## src/rtl/nios_system_sysid_arb.sv

```systemverilog
// Two-master read arbiter in front of a shared, combinational system-ID slave.
// Define SYSID_ARB_RR_EN for round-robin tie-breaking; otherwise master 0 always wins ties.
module nios_system_sysid_arb #(
    parameter int DATA_W = 32
) (
    input  logic              clock,
    input  logic              reset_n,

    input  logic              m0_read,
    input  logic              m0_address,
    output logic              m0_waitrequest,
    output logic [DATA_W-1:0] m0_readdata,
    output logic              m0_readdatavalid,

    input  logic              m1_read,
    input  logic              m1_address,
    output logic              m1_waitrequest,
    output logic [DATA_W-1:0] m1_readdata,
    output logic              m1_readdatavalid,

    output logic              sysid_address,
    input  logic [DATA_W-1:0] sysid_readdata
);

    typedef enum logic [1:0] {
        IDLE   = 2'd0,
        GRANT0 = 2'd1,
        GRANT1 = 2'd2
    } state_e;

    state_e            state_q, state_d;
    state_e            tie_grant;
    logic [DATA_W-1:0] m0_readdata_q, m0_readdata_d;
    logic [DATA_W-1:0] m1_readdata_q, m1_readdata_d;
    logic              m0_valid_q, m0_valid_d;
    logic              m1_valid_q, m1_valid_d;

`ifdef SYSID_ARB_RR_EN
    // 0 = master 0 was granted last, 1 = master 1 was granted last.
    logic              last_grant_q, last_grant_d;

    always_comb begin
        tie_grant = (last_grant_q == 1'b0) ? GRANT1 : GRANT0;
    end
`else
    always_comb begin
        tie_grant = GRANT0;
    end
`endif

    // Each grant lasts exactly one cycle; the slave is combinational, so the
    // data is captured on the grant cycle and presented as a one-cycle pulse.
    always_comb begin
        // NOTE: every signal driven here gets a default first, so no path
        // through the case leaves it unassigned and no latch is inferred.
        state_d       = state_q;
        m0_readdata_d = m0_readdata_q;
        m1_readdata_d = m1_readdata_q;
        m0_valid_d    = 1'b0;
        m1_valid_d    = 1'b0;

        case (state_q)
            IDLE: begin
                if (m0_read && m1_read) begin
                    state_d = tie_grant;
                end else if (m0_read) begin
                    state_d = GRANT0;
                end else if (m1_read) begin
                    state_d = GRANT1;
                end
            end
            GRANT0: begin
                state_d = IDLE;
                if (m0_read) begin
                    m0_readdata_d = sysid_readdata;
                    m0_valid_d    = 1'b1;
                end
            end
            GRANT1: begin
                state_d = IDLE;
                if (m1_read) begin
                    m1_readdata_d = sysid_readdata;
                    m1_valid_d    = 1'b1;
                end
            end
            default: begin
                state_d = IDLE;
            end
        endcase
    end

`ifdef SYSID_ARB_RR_EN
    always_comb begin
        last_grant_d = last_grant_q;
        if (state_q == IDLE && state_d == GRANT0) begin
            last_grant_d = 1'b0;
        end else if (state_q == IDLE && state_d == GRANT1) begin
            last_grant_d = 1'b1;
        end
    end
`endif

    always_comb begin
        m0_waitrequest = (state_q != GRANT0);
        m1_waitrequest = (state_q != GRANT1);
        case (state_q)
            GRANT0:  sysid_address = m0_address;
            GRANT1:  sysid_address = m1_address;
            default: sysid_address = 1'b0;
        endcase
    end

    // Reset is synchronous: a reset edge during a grant drops the pending
    // capture, so the aborted transfer never produces a valid pulse.
    always_ff @(posedge clock) begin
        // NOTE: state registers use non-blocking assignment so every flop
        // samples the pre-edge values regardless of statement order.
        if (!reset_n) begin
            state_q       <= IDLE;
            m0_readdata_q <= '0;
            m1_readdata_q <= '0;
            m0_valid_q    <= 1'b0;
            m1_valid_q    <= 1'b0;
        end else begin
            state_q       <= state_d;
            m0_readdata_q <= m0_readdata_d;
            m1_readdata_q <= m1_readdata_d;
            m0_valid_q    <= m0_valid_d;
            m1_valid_q    <= m1_valid_d;
        end
    end

`ifdef SYSID_ARB_RR_EN
    // Reset to 1 so master 0 wins the first tie.
    always_ff @(posedge clock) begin
        if (!reset_n) begin
            last_grant_q <= 1'b1;
        end else begin
            last_grant_q <= last_grant_d;
        end
    end
`endif

    assign m0_readdata      = m0_readdata_q;
    assign m1_readdata      = m1_readdata_q;
    assign m0_readdatavalid = m0_valid_q;
    assign m1_readdatavalid = m1_valid_q;

endmodule

```

## config.mk

```make
export PLATFORM = sky130hd
export DESIGN_NAME = nios_system_sysid_arb
export DESIGN_NICKNAME = d
export VERILOG_FILES = /design/src/rtl/nios_system_sysid_arb.sv
export SDC_FILE = /design/constraint.sdc
export NUM_CORES = 1
export LEC_CHECK = 0
export CORE_AREA = 10 10 81 97
export CTS_CLUSTER_SIZE = 10
export DETAILED_ROUTE_END_ITERATION = 7
export DIE_AREA = 0 0 91 107
export PLACE_DENSITY = 0.84
export SETUP_SLACK_MARGIN = 0.3
export SYNTH_ARGS = -nofsm -noshare
export SYNTH_HDL_FRONTEND = slang
export SYNTH_SLANG_ARGS = --single-unit
```

## constraint.sdc

```tcl
create_clock -name clock -period 1.9 [get_ports clock]
set_input_delay 0.19 -clock clock [delete_from_list [all_inputs] [get_ports clock]]
set_output_delay 0.19 -clock clock [all_outputs]
set_load 0.02 [all_outputs]
```

## Yosys cells after proc, flatten, opt, wreduce, memory -nomap -nowiden

Index checks and enable logic that the tools add are counted.

- Register bits after elaboration: 68
- Bits of input ports: 38
- Output and inout bits: 69

- Eq/ne operators: 4
- Mux-type cells: 6
- Bitwise gates (word level): 2
- Reduce and logical (&&, ||, !) cells: 9

Operators with widths:

| operator | number |
|---|---|
| AND reduction 2 bit | 5 |
| 2-to-1 mux 1 bit | 5 |
| OR reduction 4 bit | 1 |
| nonzero test 3 bit | 1 |
| equality test 2 x 1 -> 1 bit (second input constant) | 1 |
| equality test 2 bit (second input constant) | 1 |
| zero test 2 bit | 1 |
| inequality test 2 x 1 -> 1 bit (second input constant) | 1 |
| inequality test 2 bit (second input constant) | 1 |
| inverter 1 bit | 2 |
| case mux 1 bit (2 select lines) | 1 |
| logical AND 1 bit | 1 |

## Logic depth before layout (Yosys ltp)

Gate-level depths: netlist (run 1).

- Depth in word-level cells: 3
- Mapped depth: 6
- Mapped depth without buffers: 4

## Worst setup path before layout (run 1)

No wires, ideal clock.

- Kind: register to output
- Start: register state_q[1]
- End: output port sysid_address
- Arrival time: 1.046 ns
- Setup slack: 0.664 ns
- Stages on the path, launching flop included: 6
- Cell sequence: dfxtp_1 inv_1 ha_1 buf_2 a22oi_1 nor2b_1

- Word-level cells in the longest chain between the ends: 2
- Elaborated cells between the ends (all ways): 3
- Classes of those cells: eq/ne (2); mux (1)

RTL lines:

| element | RTL line | RTL |
|---|---|---|
| start: declaration | 31 | `state_e state_q, state_d;` |
| start signal: assignment | 125 | `state_q <= state_d;` |
| equality test 2 bit / equality test 2 x 1 -> 1 bit (equally long branches) | 106 | `case (state_q)` |
| case mux 1 bit (2 select lines) * | 106 |  |
| end: declaration | 21 | `output logic sysid_address,` |

Every way passes the cells marked *; elsewhere a longest branch is shown, timed or not.

## Worst setup path in the final report (run 1)

- Start: register state_q[0]
- End: output port m1_waitrequest

- Word-level cells in the longest chain between the ends: 1

RTL lines:

| element | RTL line | RTL |
|---|---|---|
| inequality test 2 bit | 105 | `m1_waitrequest = (state_q != GRANT1);` |
| end: declaration | 17 | `output logic m1_waitrequest,` |

No other way between the ends.

==> results of run 1 <==
flip-flops by register name, summed over array words and instances (netlist names):
signal and cells:
m0_readdata 32, m1_readdata 32, state_q 2, m0_readdatavalid 1, m1_readdatavalid 1
power breakdown:
| group | internal (mW) | leakage [nW] | total (mW) | switching (mW) |
|---|---|---|---|---|
| clock | 0.535 | 0.0893 | 1.03 | 0.495 |
| sequential | 1.47 | 0.551 | 1.49 | 0.0233 |
| combinational | 0.186 | 0.714 | 0.420 | 0.234 |
stage by stage:
stage | power, mW | utilization [%]
2_1_floorplan | 1.742 | -
3_3_place_gp | 1.917 | 62.00
3_5_place_dp | 1.925 | 62.00
4_1_cts | 2.953 | 65.12
5_1_grt | 3.042 | 65.75
6_report | 2.940 | 65.75
layout make-up:
type                            instances  area, um2
Clock buffer                           13      158.9
Tap cell                               82      102.6
Inverter                                5      18.77
Clock inverter                          2      10.01
Timing Repair Buffer                  114       1149
Fill cell                             545       2046
Sequential cell                        68       1364
Multi-Input combinational cell        209       1125
Yosys cell counts (all sizes together):
cell | number | area, um2
and3 | 2 | 12.51
nand2b | 1 | 6.260
dfxtp | 68 | 1361
and2 | 2 | 17.52
a21oi | 1 | 8.760
buf | 37 | 300.3
o21ai | 64 | 320.3
nand2 | 65 | 246.5
nor2b | 1 | 6.260
ha | 3 | 37.54
nor3 | 1 | 10.01
a22oi | 1 | 7.510
nor2 | 1 | 3.750
inv | 5 | 18.77
nand4 | 64 | 400.4
final timing paths:
check        cells past startpoint       startpoint               to  slack, ns
min reg2reg                      2  m0_readdata[31]  m0_readdata[31]       0.44
min                              3          reset_n  m0_readdata[21]       0.33
max reg2reg                      5       state_q[1]  m0_readdata[14]       0.40
max                              4       state_q[0]   m1_waitrequest       0.35
critical path: stages (launching register included):
cell	delay [ns]
dfxtp_2	0.37
inv_1	0.08
ha_2	0.21
inv_1	0.10
clkdlybuf4s15_2	0.28
routing by layer:
layer | vias to the layer above | GRT usage, % | wire (um)
met2 | 119 | 28.28 | 4349
met3 | 20 | 5.304 | 671
met1 | 1200 | 19.39 | 3341
met5 | - | 0 | 0
li1 | 1306 | - | -
met4 | 0 | 8.408 | 257
timing repair:
item	CTS	global route
setup endpoints to repair	67	65
cloned	2	1
pin swaps	1	1
setup buffers	0	0
gates resized for setup	13	7
kinds of logic (layout without fill, tap and decap cells):
family	count (synthesis)	after routing	synth area share, %
and+or+nand+nor	137	140	25.50
DFF	68	68	49.36
AOI/OAI and AO/OA	66	66	12.21
adders and majority gates	3	3	1.361
buffers and inverters	42	134	11.57
==> impl_metrics.yaml, run 1 <==
floorplanning:
  initial_utilization_pct: 46.17
  io-pin-count: 107
  die_x_um: 91
  die_height_um: 107
  row_count: 31
  dieArea_mm2: 0.009737
  core-area_mm2: 0.005973
timing:
  period_needed_ns: 1.552
  fin_ws_ns: 0.3481
  rsz0062_at_grt: "true"
  max_slew_margin_pct: 67.65
  final_hold_viol_count: 0
  finalCritPeriodShare_pct: 81.68
  max_freq_mhz: 644.4
  fin_worst_skew_ns: 0.008662
  worst_pin_slew_ns: 0.4853
  slew_violations: 0
  finalSetupViolations: 0
  setup_tns_ns: 0
  hold_ws_ns: 0.3349
placed_design:
  post-dp-hpwl_um: 5789
  dp_cells: 475
  pre_cts_slack_ns: 0.1687
  dpl_cell_area_mm2: 0.003704
  portBuffers: 106
  gp_congestion: 0.8177
clocking:
  cts.clk_slew.worst_paths_ns: 0.07
  clock-sinks: 68
  cts_root_buf: "clkbuf_8"
  cts_made_buffers: 9
  htreeDepth: 3
  clk_latency_ns: 0.33
  cts_tree: "yes"
  clockBufferDepth: 2
  cts-hold-fix-buffers: 0
global_routing:
  grt_pass1_vias: 2643
  grt_overflow_total: 0
  grt_max_degree: 49
  grt_pass1_wl_um: 13550
  antenna_found_initial: 0
  grt.total_usage_pct: 17.02
finish:
  drive_above_1_share_pct: 9.246
  n_antenna_cell: 0
  postLayoutCellArea_mm2: 0.003928
  layout_commonest_cell: "clkdlybuf4s50_1"
  finalNonFillerCells: 493
  syn_to_final_growth_pct: 42.42
  layout_common_cells: "clkdlybuf4s50_1, dfxtp_1, nand2_1, nand4_1, o21ai_1"
  fin_nets: 448
synth:
  synth.distinct_cells: 18
  syn_area_mm2: 0.002758
  syn_area_per_cell_um2: 8.727
  synth-seq-cells: 68
  synth_nets: 357
  syn-instance-count: 316
  ys_seq_area_share_pct: 49.36
  yosysWarnings: 0
setup_path:
  startpoint_type: "flop"
  arrival_ns: 1.36
  crit_required_ns: 1.71
  cp_max_fo: 3
  endpoint_kind: "primary output"
  path_class: "flop to primary output"
outcome:
  status: "complete, no violations"
power_and_ir_drop:
  ir_drop_uv: 461.3
  power_density_mw_per_mm2: 748.5
  p_leak_nw: 1.355
route:
  num_vias: 2645
  drc_errors: 0
  viasPerCell: 5.365
  wl_per_cell_um: 17.48
  firstDrtPassIters: 4
  drtIter0Drc: 195
  routed_wl_um: 8619
  antenna_left: 0
run:
  drv_cap: 0
hold_path:
  hold_path_class: "primary input to flop"
(Power assumes the default switching activity.)
==> run 2, diff against run 1 <==
CORE_AREA = 10 10 85 101   (was 10 10 81 97)
DIE_AREA = 0 0 95 111   (was 0 0 91 107)
PLACE_DENSITY = 0.77   (was 0.84)
clock period = 1.6 ns   (was 1.9 ns; I/O delays follow)
==> run 2 against run 1 <==
First-iteration DRC count down 19%. Via count increased by 4.5%. Register-to-register slack got worse by 0.11 ns. Global-route usage increased by 0.060 points. Critical path depth rose by 1. Hold slack got worse by 0.018 ns. Clock power is 40% higher. Cell area is 6.1% higher. Non-clock buffer count grew 10. Critical path type unchanged. Largest cell class unchanged.
==> impl_metrics.yaml, run 2 (synthesis results as in run 1) <==
finish:
  n_antenna_cell: 0
  postLayoutCellArea_mm2: 0.004168
  nFillCells: 635
  drive_above_1_share_pct: 19.29
  layout_common_cells: "dfxtp_1, dlygate4sd2_1, nand2_1, nand4_1, o21ai_1"
  syn_to_final_growth_pct: 51.13
  fin_nets: 461
timing:
  final_hold_viol_count: 0
  hold_ws_ns: 0.3167
  finalSetupViolations: 0
  max_slew_margin_pct: 80.55
  finalCritPeriodShare_pct: 93.10
  slew_violations: 0
  period_needed_ns: 1.490
  rsz0062_at_grt: "true"
  max_freq_mhz: 671.3
  worst_pin_slew_ns: 0.2918
  fin_worst_skew_ns: 0.009694
clocking:
  clk_latency_ns: 0.35
  cts_made_buffers: 9
  clock-sinks: 68
  cts_tree: "yes"
  clockBufferDepth: 2
  cts.clk_slew.worst_paths_ns: 0.07
  cts_root_buf: "clkbuf_8"
  htreeDepth: 3
route:
  num_vias: 2763
  viasPerCell: 5.396
  drtIter0Drc: 158
  firstDrtPassIters: 4
  routed_wl_um: 9498
  drc_errors: 0
  antenna_left: 0
  wl_per_cell_um: 18.55
hold_path:
  hold_start: "reset_n"
  holdPathStages: 4
  hold_path_class: "primary input to flop"
  min_to: "m0_readdata[13]"
global_routing:
  antenna_found_initial: 0
  grt_max_degree: 77
  grt_use_met2_pct: 26.74
  grt_pass1_wl_um: 14230
  grt_pass1_vias: 2703
  gr-usage-met3_pct: 6.436
  grt.total_usage_pct: 17.08
  grtUsageMet1_pct: 19.99
  grt_overflow_total: 0
  grt-busiest-layer: "met2"
placed_design:
  portBuffers: 106
  dpl_cell_area_mm2: 0.003740
  gp_congestion: 0.7231
  post-dp-hpwl_um: 5726
power_and_ir_drop:
  power_density_mw_per_mm2: 901.8
  ir_drop_uv: 615.2
  total_power_mw: 3.758
  p_leak_nw: 1.812
setup_path:
  rrSetupSlack_ns: 0.29
  cp_max_fo: 3
  worstReg2RegStart: "state_q[1]"
  startpoint_type: "flop"
  endpoint_kind: "primary output"
  r2r_end: "m1_readdata[18]"
  path_class: "flop to primary output"
  crit_required_ns: 1.44
  arrival_ns: 1.33
  cpPeakStageDelay_ns: 0.36
  r2r_cells: 6
  slowest_stage: "dfxtp_4"
  worstPathCellList: "buf_6 > ha_4 > a22oi_2 > nor2b_2 > buf_6"
  crit_top_cell: "buf_6"
run:
  drv_cap: 0
floorplanning:
  die_height_um: 111
  die_x_um: 95
  row_count: 33
  io-pin-count: 107
  initial_utilization_pct: 41.23
  core-area_mm2: 0.006689
  dieArea_mm2: 0.01055
outcome:
  status: "complete, no violations"
## run 2: cell count changes in the layout (fill, tap and decap cells not counted), moves of 2 or more
cell             change
buf_6                +5
inv_1                -4
inv_2                +3
buf_12               +2
o21ai_2             +23
ha_4                 +2
o21ai_1             -23
dfxtp_4              +2
dfxtp_2              -2
buf_4                +3
dlygate4sd2_1       +65
and2_4               +4
clkdlybuf4s50_1     -66
## run 2: routing by layer
layer | wire (um) | vias up | share of wire [%]
li1 | - | 1338 | -
met1 | 3865 | 1301 | 41
met4 | 174 | 0 | 1.8
met3 | 863 | 17 | 9.1
met2 | 4595 | 107 | 48
met5 | 0 | - | 0
## run 2: what timing repair did
| item | 4_1_cts | 5_1_grt |
|---|---|---|
| setup buffers | 3 | 2 |
| endpoints found under the setup margin | 133 | 60 |
| pin swaps | 4 | 31 |
| hold buffers | 0 | 0 |
| resized for setup | 106 | 32 |
| gates cloned | 6 | 1 |
## run 2: worst max path at each step
| stage | start | end | slack (ns) | cells after the start |
|---|---|---|---|---|
| 2_1_floorplan | state_q[1] | sysid_address | 0.39 | 5 |
| 3_3_place_gp | m0_address | sysid_address | -0.04 | 4 |
| 3_5_place_dp | m0_address | sysid_address | -0.05 | 4 |
| 4_1_cts | state_q[0] | sysid_address | 0.10 | 4 |
| 5_1_grt | state_q[1] | sysid_address | 0.06 | 5 |
| 6_report | state_q[1] | sysid_address | 0.11 | 5 |
## run 2: area by class of cell
class	count	area [um2]	share of cell area, %
clock buffer	12	155.1	3.723
clock inverter	4	47.55	1.141
inverter	5	21.27	0.5104
multi-input combinational	212	1261	30.26
sequential	68	1369	32.84
tap	87	108.9	2.612
timing repair buffer	124	1205	28.91
## run 2: power breakdown
group	total [mW]	internal [mW]	switching (mW)
Clock	1.44	0.800	0.644
Sequential	1.77	1.74	0.0265
Combinational	0.548	0.241	0.307
Total	3.76	2.78	0.978
## run 2: worst max-delay path: cells and delay by family (launching register included)
kind	cells	cell delay, ns
flops	1	0.36
simple gates	1	0.07
fa+ha+maj	1	0.17
buf+inv	2	0.24
compound gates	1	0.14
## run 2: metrics by stage
step / cells / worst slack, ns / utilization, % / setup TNS [ns]
floorplan: 316 / 0.3938 / - / 0
global placement: 484 / -0.04366 / 55.91 / -0.04366
detailed placement: 484 / -0.05205 / 55.91 / -1.001
CTS: 509 / 0.1029 / 59.67 / 0
global route: 512 / 0.06428 / 62.31 / 0
finish: 512 / 0.1104 / 62.31 / 0
